--- src/rtl/serial_frame_tx.sv ---
// ---------------------------------------------------------------------------
// serial_frame_tx
//
// Host-side serial frame transmitter. Accepts one WIDTH-bit word through a
// valid/ready handshake and shifts it out MSB first on a divided serial clock.
// frame_sync marks the first bit period, frame_done pulses once the last bit
// period has completed, and a GAP-period idle interval separates frames.
//
// Parameters:
//   WIDTH  frame length in bits (>= 1)
//   DIV    clk cycles per serial_clk half-period (>= 1)
//   GAP    idle serial_clk periods between frames (>= 0)
//
// Ports:
//   clk          system clock, rising edge
//   rst          synchronous reset, active-high
//   in_data      parallel word, sampled on accept
//   in_valid     source has a word
//   in_ready     transmitter can accept (combinational)
//   serial_data  serial bit, MSB first (registered)
//   serial_clk   generated serial clock, receiver samples on rising edge
//   frame_sync   high for the first bit period of a frame
//   busy         high whenever the transmitter is not idle
//   frame_done   one-cycle pulse after the last bit period completes
// ---------------------------------------------------------------------------
module serial_frame_tx #(
    parameter int WIDTH = 32,
    parameter int DIV   = 2,
    parameter int GAP   = 1
) (
    input  logic             clk,
    input  logic             rst,
    input  logic [WIDTH-1:0] in_data,
    input  logic             in_valid,
    output logic             in_ready,
    output logic             serial_data,
    output logic             serial_clk,
    output logic             frame_sync,
    output logic             busy,
    output logic             frame_done
);

    localparam int BIT_W   = $clog2(WIDTH + 1);
    localparam int DIV_W   = (DIV > 1) ? $clog2(DIV) : 1;
    localparam int GAP_CYC = GAP * 2 * DIV;
    localparam int GAP_W   = (GAP_CYC > 0) ? $clog2(GAP_CYC + 1) : 1;

    localparam logic [BIT_W-1:0] LAST_BIT = BIT_W'(WIDTH - 1);
    localparam logic [DIV_W-1:0] DIV_LAST = DIV_W'(DIV - 1);
    // Only reached when GAP_CYC > 0; the zero case never enters S_GAP.
    localparam logic [GAP_W-1:0] GAP_LAST = GAP_W'((GAP_CYC > 0) ? GAP_CYC - 1 : 0);

    typedef enum logic [1:0] {
        S_IDLE,
        S_SHIFT,
        S_GAP
    } state_t;

    state_t           state_q, state_d;
    logic [WIDTH-1:0] shreg_q, shreg_d;
    logic [WIDTH-1:0] shreg_shifted;
    logic [BIT_W-1:0] bit_cnt_q, bit_cnt_d;
    logic [DIV_W-1:0] div_cnt_q, div_cnt_d;
    logic [GAP_W-1:0] gap_cnt_q, gap_cnt_d;
    logic             sdata_q, sdata_d;
    logic             sclk_q, sclk_d;
    logic             sync_q, sync_d;
    logic             busy_q, busy_d;
    logic             done_q, done_d;
    logic             accept;

    assign in_ready      = (state_q == S_IDLE) && !rst;
    assign accept        = in_valid && in_ready;
    assign shreg_shifted = shreg_q << 1;

    always_comb begin
        state_d   = state_q;
        shreg_d   = shreg_q;
        bit_cnt_d = bit_cnt_q;
        div_cnt_d = div_cnt_q;
        gap_cnt_d = gap_cnt_q;
        sdata_d   = sdata_q;
        sclk_d    = sclk_q;
        sync_d    = sync_q;
        done_d    = 1'b0;

        case (state_q)
            S_IDLE: begin
                sdata_d = 1'b0;
                sclk_d  = 1'b0;
                sync_d  = 1'b0;
                if (accept) begin
                    state_d   = S_SHIFT;
                    shreg_d   = in_data;
                    bit_cnt_d = '0;
                    div_cnt_d = '0;
                    sdata_d   = in_data[WIDTH-1];
                    sync_d    = 1'b1;
                end
            end

            S_SHIFT: begin
                if (div_cnt_q == DIV_LAST) begin
                    div_cnt_d = '0;
                    if (!sclk_q) begin
                        // Rising serial edge: data is held so it is stable
                        // across the receiver's sampling point.
                        sclk_d = 1'b1;
                    end else begin
                        // Falling serial edge closes the current bit period.
                        sclk_d = 1'b0;
                        sync_d = 1'b0;
                        if (bit_cnt_q == LAST_BIT) begin
                            sdata_d   = 1'b0;
                            done_d    = 1'b1;
                            gap_cnt_d = '0;
                            state_d   = (GAP_CYC > 0) ? S_GAP : S_IDLE;
                        end else begin
                            shreg_d   = shreg_shifted;
                            sdata_d   = shreg_shifted[WIDTH-1];
                            bit_cnt_d = bit_cnt_q + 1'b1;
                        end
                    end
                end else begin
                    div_cnt_d = div_cnt_q + 1'b1;
                end
            end

            S_GAP: begin
                sdata_d = 1'b0;
                sclk_d  = 1'b0;
                sync_d  = 1'b0;
                if (gap_cnt_q == GAP_LAST) begin
                    state_d = S_IDLE;
                end else begin
                    gap_cnt_d = gap_cnt_q + 1'b1;
                end
            end

            default: begin
                state_d = S_IDLE;
                sdata_d = 1'b0;
                sclk_d  = 1'b0;
                sync_d  = 1'b0;
            end
        endcase

        busy_d = (state_d != S_IDLE);
    end

    always_ff @(posedge clk) begin
        if (rst) begin
            state_q   <= S_IDLE;
            shreg_q   <= '0;
            bit_cnt_q <= '0;
            div_cnt_q <= '0;
            gap_cnt_q <= '0;
            sdata_q   <= 1'b0;
            sclk_q    <= 1'b0;
            sync_q    <= 1'b0;
            busy_q    <= 1'b0;
            done_q    <= 1'b0;
        end else begin
            state_q   <= state_d;
            shreg_q   <= shreg_d;
            bit_cnt_q <= bit_cnt_d;
            div_cnt_q <= div_cnt_d;
            gap_cnt_q <= gap_cnt_d;
            sdata_q   <= sdata_d;
            sclk_q    <= sclk_d;
            sync_q    <= sync_d;
            busy_q    <= busy_d;
            done_q    <= done_d;
        end
    end

    assign serial_data = sdata_q;
    assign serial_clk  = sclk_q;
    assign frame_sync  = sync_q;
    assign busy        = busy_q;
    assign frame_done  = done_q;

endmodule

--- config.mk ---
export PLATFORM = sky130hd
export DESIGN_NAME = serial_frame_tx
export DESIGN_NICKNAME = d
export VERILOG_FILES = /design/src/rtl/serial_frame_tx.sv
export SDC_FILE = /design/constraint.sdc
export NUM_CORES = 1
export LEC_CHECK = 0
export ABC_AREA = 1
export CORE_MARGIN = 2
export CORE_UTILIZATION = 45
export DETAILED_ROUTE_END_ITERATION = 8
export GPL_TIMING_DRIVEN = 0
export PLACE_DENSITY = 0.68
export SYNTH_ARGS = -nofsm -noshare
export SYNTH_HDL_FRONTEND = slang
export SYNTH_SLANG_ARGS = --single-unit
--- constraint.sdc ---
create_clock -name clk -period 3.6 [get_ports clk]
set_clock_uncertainty 0.2 [all_clocks]
set_input_delay 0.36 -clock clk [delete_from_list [all_inputs] [get_ports clk]]
set_output_delay 0.36 -clock clk [all_outputs]
set_load 0.1 [all_outputs]
==> out/results.txt <==
met2 usage - 30.9%
Tcrit/Tclk final - 81.6%
detailed placement HPWL - 4000 um
Fill cells - 575
Port Buffer Count - 40
Leak - 1.46 nW
FMAX - 341 MHz
leading area contributor after synthesis - dfxtp_1
routing usage on met3 - 3.17%
clk slew on worst S/H paths - 0.09 ns
YS warnings - 0
Worst Tran Pin Value - 0.973 ns
met1 Usage GRT - 23.8%
layout cells sized above 1 - 10.8%
Slew Limit Fails - 0
DR vias - 2405
first-pass GRT wire length - 9260 um
Initial DRC Count - 124
area share of the largest cell type after synthesis - 37.2%
Final GP Congestion - 0.787
H-tree levels - 2
Synth Area per Inst - 6.64 um2
initial core utilization - 46.6%
Mapped Cells - 389
Worst setup EP type - primary output
Antenna diodes - 0
P per Cell Area - 413 nW/um2
CTS tree - built
synthesized cell area - 2580 um2
worst hold path type - reg2reg
sequential element share of the synthesized area - 37.2%
Cell Rows - 27
Nets - 474
drt wl/cell - 10.8 um
CTS buffer count - 5
syn_nets - 427
number of global-route vias before repair - 2156
Worst slew margin - 34.9%
final WL - 5500 um
CTS resizes - 0
clock buffer depth - 2
via/cell ratio - 4.72
clock insertion delay at the later pin of the skew report - 0.30 ns
total negative slack - 0 ns
DRT Pass-1 Iters - 4
synth top area cells - dfxtp_1, nand2_1, inv_1
Ports - 41
critical path startpoint category - input pin
cts hold-fix bufs - 0
Core ar. - 5540 um2
CTS Sinks - 48
critical path arrival - 2.38 ns
Core Util, Final - 57.2%
CTS Root Cell - clkbuf_8
WS Path Type - in2out
postcts setup bufs - 0
FF+latch count, synth - 48
antenna violations before repair - 0
Die Area - 6360 um2
largest net degree at the start of global routing - 15
Max-Cap Viols - 0
Yosys cell types - 24
# setup viols final - 0
minimum clock period - 2.94 ns
Die Span Y - 79.8 um
Area Growth Syn to Fin - 22.6%
antenna viol nets, final - 0
Worst EP required - 3.04 ns
DRC - 0
RSZ-0062 raised after global routing - no
final hold violation count - 0
die width - 79.8 um
CP Max Fanout - 10
gr ovfl total - 0
GRT Total Usage - 18.2%
outcome - completed
Peak VDD IR - 0.229 mV
busiest metal layer after global routing - met2
==> routing by layer <==
| metal | up-vias | part of all wire [%] | wire [um] |
|---|---|---|---|
| met5 | - | 0 | 0 |
| li1 | 1298 | - | - |
| met1 | 1057 | 49 | 2690 |
| met3 | 7 | 3.4 | 187 |
| met2 | 43 | 47 | 2570 |
| met4 | 0 | 0.95 | 52 |
==> state kept, by name, summed over array words and instances (netlist names), 2 cells and up <==
| signal | cells |
|---|---|
| gap_cnt_q | 3 |
| shreg_q | 31 |
| bit_cnt_q | 6 |
| state_q | 2 |
==> worst max-delay path, cell delays in order <==
cell             delay, ns
clkdlybuf4s50_1       0.46
clkbuf_1              0.24
nor2_1                0.17
clkdlybuf4s50_1       1.15
==> Yosys cell counts (all sizes together) <==
cell type and instances:
clkbuf 4, buf 17, nand4 3, dfxtp 48
a21oi 37, nand3 39, inv 77, nor2 27
o21ai 38, nand2 92, o21bai 1, ha 3
nor3 3
==> layout by cell type, fill, tap and decap left out, types with 4 or more instances in the layout <==
| cell | instances |
|---|---|
| o21ai_0 | 35 |
| clkdlybuf4s50_1 | 40 |
| nand3_1 | 38 |
| clkbuf_8 | 6 |
| buf_4 | 5 |
| nor2_1 | 26 |
| clkbuf_1 | 4 |
| a21oi_2 | 11 |
| inv_1 | 75 |
| buf_6 | 4 |
| a21oi_1 | 26 |
| dfxtp_1 | 48 |
| buf_2 | 7 |
| nand2_1 | 86 |
==> per-stage QoR <==
stage	cell area (um2)	power (mW)	instances	setup WS [ns]	hold slack, ns
2_1_floorplan	2580	0.889	389	1.22	0.222
5_1_grt	3170	1.40	509	0.599	0.268
4_1_cts	3170	1.32	509	0.661	0.248
6_report	3170	1.31	509	0.664	0.245
3_5_place_dp	3070	0.994	501	0.674	0.235
3_3_place_gp	3070	0.988	501	0.661	0.230
==> report_power, final <==
part	total (mW)	switching [mW]	internal, mW
Clock	0.327	0.173	0.153
Sequential	0.604	0.0184	0.586
Combinational	0.376	0.229	0.147
==> layout make-up <==
class	instances	area, um2	share of cell area, %
multi-input cells	243	1200	37.8
flip-flops and latches	48	961	30.3
repair buffers	40	400	12.6
inverters	77	289	9.13
plain buffers	21	136	4.31
well taps	72	90.1	2.84
clock buffers	6	82.6	2.61
clock inverters	2	10.0	0.316
==> worst paths after layout <==
check | start | endpoint | slack, ns | depth (start not counted)
worst max-delay path | rst | in_ready | 0.66 | 4
worst min-delay path | shreg_q[29] | shreg_q[29] | 0.25 | 2
worst max register to register | bit_cnt_q[0] | shreg_q[7] | 1.74 | 7
worst min register to register | shreg_q[29] | shreg_q[29] | 0.25 | 2
==> kinds of logic after synthesis <==
kind of cell             count (synthesis)  share of synthesized area, %
AND/OR/NAND/NOR                        164                          28.0
buffers and inverters                   98                          16.5
AO/OA/AOI/OAI                           76                          16.9
adder cells (fa/ha/maj)                  3                          1.45
flip-flops                              48                          37.2
(Power assumes the default switching activity.)
